File: src/rtl/code_entry_pkg.sv
// Shared types and constants for the operator code-entry front end.
// Latency: n/a (declarations and pure functions only).
// Backpressure: n/a.
package code_entry_pkg;

    localparam int NUM_DIGITS = 8;
    localparam logic [3:0] DIGIT_MAX = 4'd9;

    // Button slots in the debouncer array
    localparam int BTN_UP   = 0;
    localparam int BTN_DOWN = 1;
    localparam int BTN_SEL  = 2;
    localparam int BTN_NEXT = 3;

    typedef enum logic [1:0] {
        RELEASED,
        WAIT_PRESS,
        PRESSED,
        WAIT_RELEASE
    } deb_state_t;

    // BCD increment with 9 wrapping to 0
    function automatic logic [3:0] bcd_inc(input logic [3:0] d);
        return (d == DIGIT_MAX) ? 4'd0 : d + 4'd1;
    endfunction

    // BCD decrement with 0 wrapping to 9
    function automatic logic [3:0] bcd_dec(input logic [3:0] d);
        return (d == 4'd0) ? DIGIT_MAX : d - 4'd1;
    endfunction

endpackage

File: src/rtl/code_entry_button_debouncer.sv
// One push-button: 2-flop synchronizer, debounce FSM, registered press pulse.
// Latency: pulse high in the cycle after edge E+1+DEBOUNCE_CYCLES (raw low before edge E).
// Backpressure: none; a held button yields exactly one pulse, no auto-repeat.
module button_debouncer
    import code_entry_pkg::*;
#(
    parameter int DEBOUNCE_CYCLES = 50000
) (
    input  logic clk,
    input  logic rst,
    input  logic btn_n,
    output logic press
);

    localparam int CW = (DEBOUNCE_CYCLES > 2) ? $clog2(DEBOUNCE_CYCLES) : 1;
    // The cycle that moves the FSM into a WAIT state already counts as the
    // first stable sample, so the wait states finish when the count reaches DEBOUNCE_CYCLES-2.
    localparam logic [CW-1:0] CNT_LAST = CW'(DEBOUNCE_CYCLES - 2);

    logic          sync1;
    logic          sync2;
    deb_state_t    state;
    deb_state_t    state_nxt;
    logic [CW-1:0] cnt;
    logic [CW-1:0] cnt_nxt;
    logic          press_nxt;

    // Bring the asynchronous button into the clock domain; idle level is released (1)
    always_ff @(posedge clk) begin
        if (rst) begin
            sync1 <= 1'b1;
            sync2 <= 1'b1;
        end else begin
            sync1 <= btn_n;
            sync2 <= sync1;
        end
    end

    // FSM state, qualification counter and press pulse registers
    always_ff @(posedge clk) begin
        if (rst) begin
            state <= RELEASED;
            cnt   <= '0;
            press <= 1'b0;
        end else begin
            state <= state_nxt;
            cnt   <= cnt_nxt;
            press <= press_nxt;
        end
    end

    // Next-state logic: qualify a level change for DEBOUNCE_CYCLES stable samples
    always_comb begin
        state_nxt = state;
        cnt_nxt   = cnt;
        press_nxt = 1'b0;
        case (state)
            RELEASED: begin
                if (!sync2) begin
                    state_nxt = WAIT_PRESS;
                    cnt_nxt   = '0;
                end
            end
            WAIT_PRESS: begin
                if (sync2) begin
                    state_nxt = RELEASED;
                end else if (cnt == CNT_LAST) begin
                    state_nxt = PRESSED;
                    press_nxt = 1'b1;
                end else begin
                    cnt_nxt = cnt + 1'b1;
                end
            end
            PRESSED: begin
                if (sync2) begin
                    state_nxt = WAIT_RELEASE;
                    cnt_nxt   = '0;
                end
            end
            WAIT_RELEASE: begin
                if (!sync2) begin
                    state_nxt = PRESSED;
                end else if (cnt == CNT_LAST) begin
                    state_nxt = RELEASED;
                end else begin
                    cnt_nxt = cnt + 1'b1;
                end
            end
            default: state_nxt = RELEASED;
        endcase
    end

endmodule

File: src/rtl/code_entry.sv
// Code-entry front end: debounced buttons edit eight BCD digits under a cursor.
// Latency: edits visible one cycle after the press pulse; next_pulse coincides with it.
// Backpressure: none; edit pulses arriving while entry_en=0 are dropped, never queued.
module code_entry
    import code_entry_pkg::*;
#(
    parameter int DEBOUNCE_CYCLES = 50000
) (
    input  logic       clk,
    input  logic       rst,
    input  logic       btn_up_n,
    input  logic       btn_down_n,
    input  logic       btn_sel_n,
    input  logic       btn_next_n,
    input  logic       entry_en,
    input  logic       clear,
    output logic [3:0] digit1_showing,
    output logic [3:0] digit2_showing,
    output logic [3:0] digit3_showing,
    output logic [3:0] digit4_showing,
    output logic [3:0] digit5_showing,
    output logic [3:0] digit6_showing,
    output logic [3:0] digit7_showing,
    output logic [3:0] digit8_showing,
    output logic [2:0] cursor,
    output logic       next_pulse
);

    logic [3:0]                 btn_raw;
    logic [3:0]                 press;
    logic [NUM_DIGITS-1:0][3:0] digits;

    assign btn_raw[BTN_UP]   = btn_up_n;
    assign btn_raw[BTN_DOWN] = btn_down_n;
    assign btn_raw[BTN_SEL]  = btn_sel_n;
    assign btn_raw[BTN_NEXT] = btn_next_n;

    for (genvar b = 0; b < 4; b++) begin : g_btn
        button_debouncer #(
            .DEBOUNCE_CYCLES(DEBOUNCE_CYCLES)
        ) u_deb (
            .clk  (clk),
            .rst  (rst),
            .btn_n(btn_raw[b]),
            .press(press[b])
        );
    end

    // The debouncer's press output is already a flop, so this is glitch-free
    // and lands in the same cycle the edit pulses do.
    assign next_pulse = press[BTN_NEXT];

    // Digit register file and cursor; clear beats edits, up+down cancel,
    // and a coincident sel edits the old cursor position before advancing.
    always_ff @(posedge clk) begin
        if (rst || clear) begin
            digits <= '0;
            cursor <= '0;
        end else if (entry_en) begin
            if (press[BTN_UP] && !press[BTN_DOWN]) begin
                digits[cursor] <= bcd_inc(digits[cursor]);
            end else if (press[BTN_DOWN] && !press[BTN_UP]) begin
                digits[cursor] <= bcd_dec(digits[cursor]);
            end
            if (press[BTN_SEL]) begin
                cursor <= cursor + 3'd1;
            end
        end
    end

    assign digit1_showing = digits[0];
    assign digit2_showing = digits[1];
    assign digit3_showing = digits[2];
    assign digit4_showing = digits[3];
    assign digit5_showing = digits[4];
    assign digit6_showing = digits[5];
    assign digit7_showing = digits[6];
    assign digit8_showing = digits[7];

endmodule
File: config.mk
export PLATFORM = sky130hd
export DESIGN_NAME = code_entry
export DESIGN_NICKNAME = d
export VERILOG_FILES = /design/src/rtl/code_entry_pkg.sv /design/src/rtl/code_entry_button_debouncer.sv /design/src/rtl/code_entry.sv
export SDC_FILE = /design/constraint.sdc
export NUM_CORES = 1
export LEC_CHECK = 0
export ABC_AREA = 1
export CAP_MARGIN = 20
export CORE_MARGIN = 2
export CORE_UTILIZATION = 50
export CTS_CLUSTER_DIAMETER = 80
export DETAILED_ROUTE_END_ITERATION = 8
export MAX_ROUTING_LAYER = met4
export PLACE_DENSITY = 0.72
export SLEW_MARGIN = 15
export SYNTH_ARGS = -nofsm -noshare
export SYNTH_HDL_FRONTEND = slang
export SYNTH_HIERARCHICAL = 1
export SYNTH_SLANG_ARGS = --single-unit
File: constraint.sdc
create_clock -name clk -period 1.73 [get_ports clk]
set_input_delay 0.173 -clock clk [delete_from_list [all_inputs] [get_ports clk]]
set_output_delay 0.173 -clock clk [all_outputs]
set_load 0.01 [all_outputs]
==> summary.txt, run 1 <==
Detailed Route Iter0 Violations: 452
Worst-path clk slew: 0.06 ns
CTS Hold Bufs: 0
Number of synthesized register bits: 119
Vias in the first global route: 6105
Crit. path cell count: 15
Crit path largest cell delay: 0.38 ns
Ys Warns: 6
Slack of the critical path: -0.124 ns
Die width: 124 µm
Core area: 0.0139 mm²
Num ports: 44
Die Ht: 124 µm
Hold_ws: 0.187 ns
Layout cells sized above 1: 0.214
Hold Path Class: primary input to register
Total GRT Usage: 0.235
Number of remaining DRC errors: 0
Most common cell after layout, fill and taps aside: nand2_1
Total chip power: 6.31 mW
Placed inst area: 0.00804 mm²
Layout Nets: 1179
Rel. slew slack: 0.706
Slowest cell on the critical path: dfxtp_4
First-pass GRT wire length: 27800 µm
DR vias/cell: 4.98
Worst Hold Path Cells: 2
Static leakage: 3.62 nW
# port buffers: 43
Mapped cell area: 0.00717 mm²
Critical Path RT: 2.04 ns
Cells after synthesis: 1068
TritonCTS clock tree: yes
WL/cell: 12.2 µm
Area growth, synth to finish: 22.6%
CP Class: register to register
Syn Nets: 1086
Site row count: 43
Overflow after GRT: 0
Worst EP arrival: 2.16 ns
Fin. Hold Viols: 0
Final worst-path cycle share: 1.07
CTS Buffer Depth: 2
Post-route insts no fill: 1353
Commonest cells after routing, fill and taps aside: nand2_1, nor2_1, dfxtp_1, inv_1, nand3_1
Antenna violations before repair: 0
Yosys cell types: 37
Fin area: 0.00879 mm²
Post-route minimum period: 1.85 ns
Final wirelength: 16500 µm
Delay-heaviest family, CP: simple AND/OR/NAND/NOR gates
Worst skew pair latency: 0.42 ns
Avg Cell Area, Syn: 6.71 µm²
Initial Utilization: 0.514
Final HPWL DP: 11500 µm
Layout Utilization: 0.631
Crit end category: register
Slew @ Worst Pin: 0.441 ns
Die ar.: 0.0153 mm²
Fillers: 1242
Total number of vias: 6732
CTS sink cnt: 119
Top cell by count, worst path: nand2_1
CTS Buf Count: 17
ANT nets after route: 0
Place WS: -0.110 ns
Peak VDD IR: 0.000695 V
Max cap viols: 0
Asr flop ratio synth: 0
Final setup vio count: 24
Worst Path Buf+Inv: 3
CP Max Fanout: 10
Max Transition Viols Final: 0
CP Launch Type: register
Gpl congestion: 0.893
Worst path cell trace: buf_12 > nand2_1 > nand2_2 > nand2_1 > nand2_1 > nand2_2 > nand2_4 > nor2_8 > buf_4 > nor2_4 > nor2_4 > o21ai_4 > nand2_8 > o21ai_2 > inv_1
Htree depth: 4
Root Buffer Master: clkbuf_16
Failing checks: setup timing
Pwr Density: 718 mW/mm²
Post-synth EDFFs: 0
Setup TNS Final: -1.62 ns
Pre-antenna DRT Iters: 6
Largest net degree at the start of global routing: 22
RSZ-0062 raised after global routing: true
Run status: complete, but fails checks
R2R depth: 15
Inserted Diodes: 0
Max Fclk: 539 MHz
Predominant post-synthesis flop cell: dfxtp_1
Dpl cells: 1312
Sequential share of the synthesized area: 0.332
Worst-case clock skew: 0.00588 ns
cell families after synthesis:
group,synth area share
AOI/OAI and AO/OA,0.113
xor gates and xnor gates,0.00978
adders and majority gates,0.0175
buffers and inverters,0.0993
DFF,0.332
and+or+nand+nor,0.428
synthesized netlist by cell type (5+ instances only):
cell,count,area share
nand4_1,17,0.015
nand2_8,5,0.014
nor2_2,21,0.018
a21oi_1,26,0.018
inv_1,116,0.061
nor2_1,164,0.086
xor2_1,8,0.0098
nor3_1,7,0.0049
nand3_1,58,0.040
o21ai_2,9,0.011
ha_1,10,0.017
buf_1,5,0.0026
o21bai_1,16,0.017
nand2_1,305,0.16
nor2_4,18,0.028
a21oi_2,24,0.029
or2_2,8,0.0070
dfxtp_1,119,0.33
o21ai_1,5,0.0035
buf_2,9,0.0063
o21ai_0,27,0.019
nor3b_1,12,0.013
nand2_4,6,0.0094
nand2_2,15,0.013
nand3_2,7,0.0098
buf_4,5,0.0052
inv_2,21,0.011
worst reg2reg max path: cells and delay by family (launching register included):
family	cells	cell delay, ns
AOI/OAI and AO/OA	2	0.23
and+or+nand+nor	10	0.81
DFF	1	0.38
buffers and inverters	3	0.33
flip-flops by register name (all words and copies together) (netlist names), named ones only:
register           flops
digit4_showing         4
g_btn.u_deb/press      4
digit1_showing         4
g_btn.u_deb/state      4
digit6_showing         4
g_btn.u_deb/sync1      4
digit2_showing         4
digit7_showing         4
g_btn.u_deb/cnt       64
cursor                 3
g_btn.u_deb/sync2      4
digit5_showing         4
digit8_showing         4
digit3_showing         4
report_power, final:
part | leakage, nW | total (mW) | internal, mW | switching [mW]
logic | 2.39 | 0.208 | 0.0680 | 0.140
registers | 0.963 | 2.77 | 2.76 | 0.0140
clock network | 0.264 | 3.34 | 2.11 | 1.22
total | 3.62 | 6.31 | 4.94 | 1.38
path summary, 6_finish.rpt:
check                                     startpoint                    end  slack [ns]
worst max-delay path                       cursor[0]      digit3_showing[1]       -0.12
worst min-delay path                             rst  g_btn[2].u_deb/cnt[5]        0.19
worst max register to register             cursor[0]      digit3_showing[1]       -0.12
worst min register to register  g_btn[2].u_deb/sync1   g_btn[2].u_deb/sync2        0.41
per-layer routing:
metal,global-route usage,vias up,part of all wire
met1,0.283,3022,0.46
met5,-,-,0
li1,-,3535,-
met2,0.380,143,0.48
met4,0.0930,0,0.025
met3,0.0545,32,0.043
timing repair:
action                                  CTS  global route
gates cloned                              0             0
pin swaps                                 5            12
endpoints found under the setup margin   25            26
buffers inserted                          5             5
resized for setup                        13            22
hold endpoints to repair                  0             0
final cells by class:
type	count	area [µm²]	share of cell area
Multi-Input combinational cell	784	4170	0.474
Timing Repair Buffer	101	925	0.105
Clock buffer	24	492	0.0559
Tap cell	180	225	0.0256
Inverter	138	523	0.0595
Sequential cell	119	2390	0.272
Clock inverter	7	70.1	0.00797
Power figures use the tool's default switching activity.
==> run 2, diff against run 1 <==
- CELL_PAD_IN_SITES_DETAIL_PLACEMENT: default -> 0
- CELL_PAD_IN_SITES_GLOBAL_PLACEMENT: default -> 2
- CORE_UTILIZATION: 50 -> 30
- PLACE_DENSITY: 0.72 -> default
- PLACE_DENSITY_LB_ADDON: default -> 0.1
==> run 2 against run 1 <==
Compared with the run above: highest routed layer unchanged; fmax grew 3.5%; power grew 3.5%; count of clock-buffer cells in the layout shrank 3; worst setup slack gained 0.062 ns; first-iteration DRC count shrank 50%; die area grew 64%; the run still ends with setup timing left; clock skew grew 0.0046 ns.
==> summary.txt, run 2 (same netlist as run 1, synthesis figures left out) <==
Worst path cell trace: inv_4 > buf_12 > nand4_1 > nand2_1 > nor2_2 > nand2_4 > nor2_8 > nand2_2 > nand2_2 > nand3_4 > nand2_2 > inv_2 > nand2_4 > a21oi_2
Vias in the first global route: 6310
Final HPWL DP: 14100 µm
Comb pwr share: 0.034
Most common cell after layout, fill and taps aside: nand2_1
Die ar.: 0.0251 mm²
Pwr Density: 710 mW/mm²
Initial Utilization: 0.305
Peak VDD IR: 0.000403 V
Final setup vio count: 17
Max FFs per register: 64
Die Ht: 159 µm
Crit path largest cell delay: 0.37 ns
First-pass GRT wire length: 31700 µm
Rel. slew slack: 0.754
Run status: complete, but fails checks
RSZ-0062 raised after global routing: true
Worst skew pair latency: 0.42 ns
Layout cells sized above 1: 0.232
CTS sink cnt: 119
Internal power: 5.07 mW
Area growth, synth to finish: 28.4%
Root Buffer Master: clkbuf_16
Worst-case clock skew: 0.0105 ns
Max Fclk: 558 MHz
Reg-to-Reg Start: cursor[0]
Antenna violations before repair: 0
Placed inst area: 0.00838 mm²
Failing checks: setup timing
Static leakage: 3.74 nW
Number of remaining DRC errors: 0
Inserted Diodes: 0
Fillers: 2542
CTS Buffer Depth: 2
Worst-path clk slew: 0.06 ns
Switch share: 0.224
Overflow after GRT: 0
Top reg by flops: g_btn.u_deb/cnt
Total number of vias: 6603
R2R depth: 14
Hold Path Class: primary input to register
TritonCTS clock tree: yes
CP Launch Type: register
CTS Hold Bufs: 0
Htree depth: 4
Die width: 159 µm
Worst hold start: rst
# port buffers: 43
Num ports: 44
Clk network pwr share: 0.542
Site row count: 56
ANT nets after route: 0
Total GRT Usage: 0.165
CTS Buf Count: 17
CP Class: register to register
WL/cell: 12.7 µm
Largest net degree at the start of global routing: 21
Pre-antenna DRT Iters: 4
Reg2Reg Setup Slack: -0.06 ns
Max Transition Viols Final: 0
Top cell by count, worst path: nand2_2
Max cap viols: 0
Slack of the critical path: -0.0617 ns
CP Max Fanout: 8
Commonest cells after routing, fill and taps aside: nand2_1, nor2_1, inv_1, dfxtp_1, buf_4
Slew @ Worst Pin: 0.368 ns
Crit end category: register
Worst Hold Path Cells: 3
Core area: 0.0235 mm²
Layout Nets: 1200
Slowest cell on the critical path: dfxtp_4
Worst EP arrival: 2.09 ns
DR vias/cell: 4.36
Post-route minimum period: 1.79 ns
P_sw: 1.46 mW
Flop pwr share: 0.423
Final worst-path cycle share: 1.04
Hold_ws: 0.245 ns
Reg-to-reg endpoint: digit5_showing[3]
Fin. Hold Viols: 0
Critical Path RT: 2.03 ns
Total chip power: 6.54 mW
Place WS: -0.173 ns
Gpl congestion: 0.769
Min-Delay Endpoint: g_btn[2].u_deb/cnt[5]
Layout Utilization: 0.392
Final wirelength: 19200 µm
Detailed Route Iter0 Violations: 228
Fin area: 0.00921 mm²
==> run 2: critical path, delay by kind of cell (launching register included) <==
family	cells	cell delay (ns)
simple gates	10	1.03
flops	1	0.37
buf+inv	3	0.23
compound gates	1	0.05
==> run 2: worst max-delay path by stage <==
stage / cells past startpoint / from / to
6_report: 14 / cursor[0] / digit5_showing[3]
5_1_grt: 16 / cursor[0] / digit6_showing[1]
4_1_cts: 16 / cursor[0] / digit6_showing[1]
3_5_place_dp: 14 / cursor[2] / digit7_showing[1]
3_3_place_gp: 14 / cursor[2] / digit7_showing[1]
2_1_floorplan: 8 / g_btn[1].u_deb/press / digit4_showing[1]
==> run 2: cell type report <==
class,instances,area [µm²],area share
clock buffers,21,440,0.0478
clock inverters,10,130,0.0141
well taps,319,399,0.0434
repair buffers,121,1110,0.121
multi-input cells,785,4200,0.457
inverters,138,526,0.0571
flip-flops and latches,119,2390,0.260
==> run 2: power groups by stage <==
stage	clock [mW]	combinational (mW)	sequential (mW)
CTS	3.66	0.231	2.77
finish	3.55	0.224	2.77
global placement	0	0.233	2.83
global route	3.77	0.252	2.77
floorplan	0	0.149	2.83
detailed placement	0	0.230	2.83
==> run 2: metal layers <==
layer	track usage	wire, µm	vias up
met1	0.212	9650	2946
li1	-	-	3588
met4	0.0399	170	0
met2	0.271	9010	56
met3	0.0283	405	13
met5	-	0	-
==> run 2: metrics by stage <==
step | cells | setup TNS (ns)
2_1_floorplan | 1068 | 0
6_report | 1513 | -0.589
5_1_grt | 1513 | -3.35
4_1_cts | 1508 | -0.485
3_5_place_dp | 1472 | -3.63
3_3_place_gp | 1472 | -2.57
==> run 2: what timing repair did <==
action	4_1_cts	5_1_grt
endpoints found under the setup margin	26	28
cloned	1	1
pin swaps	10	15
buffers inserted	4	4
resized for setup	28	23
endpoints found under the hold margin	0	0
==> run 3, diff against run 2 <==
- CTS_BUF_LIST: default -> sky130_fd_sc_hd__clkbuf_16
- SYNTH_HIERARCHICAL: 1 -> default
==> run 3 against run 2 <==
Compared with the run above: fmax fell by 3.1%; design area is 3.8% lower; synthesized cell count down 12%; utilization up 2.8 points; clock skew fell by 0.0011 ns; wire length decreased by 2.8%; highest routed layer unchanged; via count shrank 3.5%; hold slack got worse by 0.022 ns; the run still ends with setup timing left.
==> summary.txt, run 3 <==
Pre-antenna DRT Iters: 5
CTS sink cnt: 119
Reg-to-reg endpoint: digit3_showing[0]
Pwr Density: 790 mW/mm²
Static leakage: 3.67 nW
Peak VDD IR: 0.000633 V
Setup crit start: cursor[2]
Die width: 151 µm
Number of synthesized register bits: 119
Yosys cell types: 37
Avg Cell Area, Syn: 6.87 µm²
Reg2Reg Setup Slack: -0.12 ns
Post-synth EDFFs: 0
CP Launch Type: register
Hold Path Class: primary input to register
Initial Utilization: 0.306
Setup TNS Final: -2.51 ns
Total number of vias: 6371
Reg-to-Reg Start: cursor[2]
Failing checks: setup timing
Total GRT Usage: 0.178
Layout cells sized above 1: 0.223
Crit path to: digit3_showing[0]
RSZ-0062 raised after global routing: true
WL/cell: 13.6 µm
CP Class: register to register
Register area: 0.00240 mm²
Most common cell after layout, fill and taps aside: nand2_1
Worst-case clock skew: 0.00938 ns
ANT nets after route: 0
CTS Buffer Depth: 2
Ys Warns: 0
Inserted Diodes: 0
Die ar.: 0.0227 mm²
Final HPWL DP: 14100 µm
Vias in the first global route: 5976
Area growth, synth to finish: 37.1%
R2R depth: 14
Root Buffer Master: clkbuf_16
Core area: 0.0211 mm²
Slew @ Worst Pin: 0.502 ns
Antenna violations before repair: 0
Asr flop ratio synth: 0
Syn Nets: 961
Layout Nets: 1108
Htree depth: 4
TritonCTS clock tree: yes
Detailed Route Iter0 Violations: 217
CTS Hold Bufs: 0
Final setup vio count: 32
Predominant post-synthesis flop cell: dfxtp_1
Overflow after GRT: 0
Cells after synthesis: 940
Yosys top cell by area: dfxtp_1
Worst-path clk slew: 0.05 ns
Top cells by area, synth: dfxtp_1, nand2_1, inv_1
Mapped cell area: 0.00646 mm²
Max Transition Viols Final: 0
Worst EP arrival: 2.16 ns
Die Ht: 151 µm
Max cap viols: 0
Sequential share of the synthesized area: 0.369
Post-synth top area share: 0.369
Run status: complete, but fails checks
Gpl congestion: 0.791
Final worst-path cycle share: 1.07
Critical Path RT: 2.04 ns
Fillers: 2261
Slack of the critical path: -0.119 ns
Largest net degree at the start of global routing: 45
Num ports: 44
Multi-input logic area: 0.00366 mm²
DR vias/cell: 4.63
Site row count: 53
Fin. Hold Viols: 0
CTS Buf Count: 17
Top reg by flops: g_btn.u_deb.cnt
Final wirelength: 18700 µm
Number of remaining DRC errors: 0
Hold_ws: 0.223 ns
Post-synth top cells: nand2_1, dfxtp_1, inv_1
First-pass GRT wire length: 30800 µm
Max FFs per register: 64
Commonest cells after routing, fill and taps aside: nand2_1, inv_1, dfxtp_1, nor2_1, buf_4
Worst skew pair latency: 0.42 ns
Most frequent cell after synthesis: nand2_1
CP Max Fanout: 8
Rel. slew slack: 0.666
# port buffers: 43
Post-route minimum period: 1.85 ns
Max Fclk: 541 MHz
Crit end category: register
run 3: stage by stage:
stage	area, µm²	utilization	power [mW]	setup slack (ns)	std cells
floorplan	6500	-	2.93	-0.105	940
global placement	7970	0.378	3.03	-0.133	1337
detailed placement	7970	0.378	3.03	-0.163	1337
CTS	8700	0.413	7.08	-0.114	1370
global route	8850	0.420	7.25	-0.265	1375
finish	8850	0.420	6.99	-0.119	1375
run 3: how the worst min path moves through the flow:
stage | from | to | slack [ns] | cells past startpoint
finish | rst | g_btn[2].u_deb.cnt[0] | 0.22 | 4
global route | rst | g_btn[1].u_deb.state[0] | 0.25 | 3
CTS | rst | g_btn[1].u_deb.cnt[12] | 0.22 | 3
detailed placement | g_btn[2].u_deb.sync1 | g_btn[2].u_deb.sync2 | 0.40 | 1
global placement | g_btn[1].u_deb.sync1 | g_btn[1].u_deb.sync2 | 0.39 | 1
floorplan | btn_up_n | g_btn[0].u_deb.sync1 | 0.28 | 1
run 3: worst max-delay path: stages, from the launching register on:
cell and delay, ns:
dfxtp_4 0.40, inv_4 0.05, nor2_4 0.12, nand2_1 0.08
nor2_2 0.10, nor2_1 0.05, nand2_2 0.11, inv_4 0.06
ha_4 0.17, nand2_4 0.08, nor2_4 0.04, o21ai_2 0.14
nand2_4 0.13, o21ai_1 0.14, inv_1 0.05
run 3: layout make-up:
class / count / share of cell area
Sequential cell: 119 / 0.271
Inverter: 129 / 0.0570
Clock buffer: 17 / 0.0481
Timing Repair Buffer: 147 / 0.146
Multi-Input combinational cell: 673 / 0.413
Tap cell: 275 / 0.0389
Clock inverter: 15 / 0.0263
run 3: where the power goes:
group	total, mW	internal (mW)	switching (mW)
clock	4.02	2.68	1.34
combinational	0.209	0.0761	0.133
sequential	2.76	2.75	0.00939
total	6.99	5.51	1.48
run 3: repair_timing:
| action | in CTS | in global routing |
|---|---|---|
| setup buffers | 1 | 5 |
| gates cloned | 0 | 0 |
| gates resized for setup | 20 | 39 |
| pin swaps | 1 | 9 |
| endpoints found under the setup margin | 38 | 71 |
run 3: cells by family after synthesis:
group	synth area share
AO/OA/AOI/OAI	0.128
XOR/XNOR	0.0353
adder cells (fa/ha/maj)	0.0252
buffers and inverters	0.0942
flip-flops	0.369
AND/OR/NAND/NOR	0.348
run 3: routing by layer:
| metal | GRT usage | share of wire | vias to the layer above |
|---|---|---|---|
| li1 | - | - | 3380 |
| met1 | 0.240 | 0.50 | 2862 |
| met2 | 0.269 | 0.44 | 106 |
| met3 | 0.0291 | 0.037 | 23 |
| met4 | 0.0612 | 0.020 | 0 |
| met5 | - | 0 | - |
==> variant 1 (settings of run 2) <==
The package constant `DIGIT_MAX` goes from 4'd9 to 4'd4.
--- a/src/rtl/code_entry_pkg.sv
+++ b/src/rtl/code_entry_pkg.sv
@@ -6,3 +6,3 @@
     localparam int NUM_DIGITS = 8;
-    localparam logic [3:0] DIGIT_MAX = 4'd9;
+    localparam logic [3:0] DIGIT_MAX = 4'd4;
 
Function: same outputs for any inputs over 10 cycles, from zero or initial values and one cycle with rst high; that may be too few to reach the edited logic, so the function may still have changed.
==> variant 1 against run 2 <==
The run still ends with negative setup slack left. Critical path type unchanged. Synthesized area increased by 0.68%. Setup slack got worse by 0.021 ns. Sequential cell count unchanged. Design area increased by 1.4%. Wire length increased by 0.30%. Die area increased by 0.66%. Power decreased by 1.8%. Clock skew increased by 0.0019 ns.
==> variant 1: results (changes against run 2) <==
Hold slack - 0.2171 ns (was 0.2447 ns)
Setup-failing EPs final - 32 (was 17)
Synth top cells by count - nand2_1 (269), nor2_1 (169), inv_1 (146) (was nand2_1 (305), nor2_1 (164), dfxtp_1 (119))
Synth Area in Adders - 0.02080 (was 0.01746)
Non-filler cells, final - 1521 (was 1513)
Fraction of final layout cells with drive strength greater than 1 - 0.2413 (was 0.2320)
# nets final - 1209 (was 1200)
Final worst slack - -0.08281 ns (was -0.06168 ns)
DR iter-0 viols - 251 (was 228)
Total negative setup slack - -1.547 ns (was -0.5886 ns)
DRT met1 WL - 9.981 mm (was 9.647 mm)
Met2 routed WL - 8.717 mm (was 9.006 mm)
Slew margin rel. - 0.7440 (was 0.7538)
Pre-CTS setup slack - -0.1445 ns (was -0.1731 ns)
Result of the run - finished with violations (unchanged)
Grt met2 use - 0.2577 (was 0.2709)
Failing checks - negative setup slack (unchanged)
Leakage - 3.736 nW (was 3.745 nW)
Placer's final routability congestion estimate - 0.7746 (was 0.7688)
Filler instances - 2516 (was 2542)
Sequential cell area fraction in the yosys report - 0.3301 (was 0.3323)
DR WL met3 - 411 um (was 405 um)
Clk_skew - 0.01244 ns (was 0.01049 ns)
Grt met1 use - 0.2139 (was 0.2116)
First-pass GRT wire length - 32.62 mm (was 31.75 mm)
Crit path arrival time - 2.16 ns (was 2.09 ns)
Vias in the first global route - 6431 (was 6310)
Placed instance area - 8449 um2 (was 8383 um2)
VDD IR-drop max - 0.3434 mV (was 0.4029 mV)
Cells after Synth - 1083 (was 1068)
Synth top area cells - dfxtp_1 (33%), nand2_1 (14%), nor2_1 (8.8%) (was dfxtp_1 (33%), nand2_1 (16%), nor2_1 (8.6%))
Met3 Use GR - 0.03126 (was 0.02831)
Post-Synth XOR/XNOR Area - 0.009709 (was 0.009775)
Post-synthesis compound-gate area fraction - 0.1028 (was 0.1131)
Global-route usage over all layers - 0.1635 (was 0.1650)
WL per Instance - 12.68 um (was 12.71 um)
[variant 1: cell families (layout without fill, tap and decap cells)]
group                      Yosys count  count (layout)
DFF                                119             119
xor gates and xnor gates             8               8
adders and majority gates           12              12
buffers and inverters              192             311
AOI/OAI and AO/OA                  112             112
and+or+nand+nor                    640             640
[variant 1: layout make-up]
class                      instances  area share
timing repair buffer             111      0.1120
clock inverter                    11     0.01045
inverter                         168     0.06886
sequential                       119      0.2562
tap                              319     0.04274
multi-input combinational        772      0.4594
clock buffer                      21     0.05038
[variant 1: path summary, 6_finish.rpt]
path | start | to | cells after the start
worst max-delay path | cursor[1]$_SDFFE_PP0P_ | digit8_showing[2]$_SDFFE_PP0P_ | 14
worst min-delay path | rst | g_btn[1].u_deb/state[0]$_SDFFE_PP0P_ | 2
worst max register to register | cursor[1]$_SDFFE_PP0P_ | digit8_showing[2]$_SDFFE_PP0P_ | 14
worst min register to register | g_btn[0].u_deb/sync1$_SDFF_PP1_ | g_btn[0].u_deb/sync2$_SDFF_PP1_ | 1
[variant 1: critical path: stages, from the launching register on]
cell     delay, ns
dfxtp_2       0.34
buf_12        0.13
nor2_4        0.15
nand3_2       0.09
nand2_1       0.06
nor2_1        0.04
nand2_2       0.08
inv_2         0.05
ha_4          0.17
buf_4         0.15
nand2_1       0.06
nand2_1       0.06
nand2_2       0.09
nand2_4       0.11
a21oi_2       0.16
[variant 1: report_power, final]
group	internal [W]	switching [W]	total, W
logic	0.0000678	0.000143	0.000211
registers	0.00275	0.0000139	0.00277
clock network	0.00209	0.00136	0.00344
[variant 1: repair_timing]
action                                  in CTS  in global routing
setup buffers                                3                  2
resized for setup                           29                 39
pin swaps                                   22                 36
endpoints found under the setup margin      33                 34
==> variant 2 (config.mk and constraints of run 2) <==
Made on the original files. Register the output `digit1_showing`; this adds one clock of latency there. The other outputs are not delayed to match.
--- a/src/rtl/code_entry.sv
+++ b/src/rtl/code_entry.sv
@@ -70,3 +70,5 @@
 
-    assign digit1_showing = digits[0];
+    always_ff @(posedge clk) begin
+        digit1_showing <= digits[0];
+    end
     assign digit2_showing = digits[1];
Function: no difference found for any inputs over 10 cycles, from zero or initial values and one cycle with rst high; that may be too few to reach the edited logic, so the function may still have changed.
==> variant 2 against run 2 <==
The flow still finishes with violations (negative setup slack). Worst hold slack got worse by 0.0089 ns. Synthesized cell count increased by 3.5%. Synthesized area rose by 1.9%. Die area up 1.9%. Power increased by 7.2%. Setup slack worse by 0.065 ns. Wire length grew 2.3%. Design area shrank 0.24%. Sequential cell count rose by 4. Largest cell class unchanged.
==> variant 2: results (changes against run 2) <==
Result of the run - finished with violations (unchanged)
Failing checks - negative setup slack (unchanged)
Final wirelength - 19.67 mm (was 19.23 mm)
Grt met1 use - 0.2121 (was 0.2116)
Non-CTS buffers - 123 (was 121)
Met3 Use GR - 0.02805 (was 0.02831)
Core area - 24110 um2 (was 23470 um2)
Total negative setup slack - -2.281 ns (was -0.5886 ns)
Vias - 6647 (was 6603)
Vias per cell - 4.347 (was 4.364)
Crit path arrival time - 2.17 ns (was 2.09 ns)
Fraction of final layout cells with drive strength greater than 1 - 0.2050 (was 0.2320)
Sequential cell area fraction in the yosys report - 0.3370 (was 0.3323)
Non-clock buffer area fraction after layout - 0.1191 (was 0.1211)
Pre-CTS setup slack - -0.2819 ns (was -0.1731 ns)
Synth top cells by count - nand2_1 (320), nor2_1 (167), dfxtp_1 (123) (was nand2_1 (305), nor2_1 (164), dfxtp_1 (119))
1st-pass router iterations - 6 (was 4)
# nets final - 1210 (was 1200)
Avg Cell Area, Syn - 6.612 um2 (was 6.712 um2)
Setup-failing EPs final - 24 (was 17)
Placed Cells - 1493 (was 1472)
Register area - 2472 um2 (was 2394 um2)
Multi-In Gates - 788 (was 785)
DR iter-0 viols - 395 (was 228)
Signal inverters - 139 (was 138)
Final worst slack - -0.1268 ns (was -0.06168 ns)
First-pass GRT wire length - 33.31 mm (was 31.75 mm)
DR WL met3 - 422 um (was 405 um)
Max FO, Critical Path - 10 (was 8)
Post-synth cell types - 36 (was 37)
VDD IR-drop max - 0.5253 mV (was 0.4029 mV)
Placer's final routability congestion estimate - 0.7888 (was 0.7688)
Filler instances - 2680 (was 2542)
FF+latch count - 123 (was 119)
DRT met1 WL - 10.02 mm (was 9.647 mm)
Final HPWL DP - 14.37 mm (was 14.06 mm)
Switching portion of total power - 0.2273 (was 0.2240)
WHS Endpoint - g_btn[3].u_deb/cnt[8]$_SDFFE_PP0P_ (was g_btn[2].u_deb/cnt[5]$_SDFFE_PP0P_)
Synth top area cells - dfxtp_1 (34%), nand2_1 (16%), nor2_1 (8.6%) (was dfxtp_1 (33%), nand2_1 (16%), nor2_1 (8.6%))
Placed instance area - 8343 um2 (was 8383 um2)
Sequential cell area share - 0.2692 (was 0.2600)
Grt met2 use - 0.2694 (was 0.2709)
Multi-input logic area - 4038 um2 (was 4203 um2)
Worst Reg-to-Reg Cells - 13 (was 14)
-- variant 2: cell count changes after synthesis, moves of 8 or more --
| cell | run 2 | this run |
|---|---|---|
| buf_4 | 5 | 31 |
| a21oi_2 | 24 | 16 |
| nand3_1 | 58 | 67 |
| nand2_1 | 305 | 320 |
| o21ai_2 | 9 | 1 |
| a21oi_1 | 26 | 36 |
-- variant 2: how the worst max path moves through the flow --
stage | end | cells after the start | slack (ns)
floorplan | digit3_showing[1]$_SDFFE_PP0P_ | 13 | 0.008
global placement | digit4_showing[2]$_SDFFE_PP0P_ | 14 | -0.29
detailed placement | digit4_showing[3]$_SDFFE_PP0P_ | 14 | -0.28
CTS | digit2_showing[2]$_SDFFE_PP0P_ | 11 | -0.13
global route | digit4_showing[1]$_SDFFE_PP0P_ | 14 | -0.28
finish | digit2_showing[1]$_SDFFE_PP0P_ | 13 | -0.13
-- variant 2: metrics by stage --
stage                     power [W]  hold slack (ns)
after CTS                  0.007142           0.2288
after global routing       0.007262           0.2586
after floorplan            0.003069           0.2768
final                      0.007005           0.2358
after global placement     0.003141           0.3746
after detailed placement   0.003139           0.3779
-- variant 2: timing repair --
action	CTS	global route
setup buffers	1	3
pin swaps	2	4
setup endpoints to repair	25	35
gates resized for setup	17	36
-- variant 2: logic make-up after synthesis --
group	Yosys count	share of synthesized area
flops	123	0.3370
buf+inv	194	0.1248
fa+ha+maj	10	0.01713
simple gates	659	0.4126
xor+xnor	8	0.009591
compound gates	111	0.09882
-- variant 2: power by group through the flow --
stage	clock network [W]	logic, W	registers, W
floorplan	0	0.000147	0.00292
global placement	0	0.000216	0.00293
detailed placement	0	0.000214	0.00292
CTS	0.00407	0.000215	0.00286
global route	0.00417	0.000237	0.00286
finish	0.00394	0.000208	0.00286
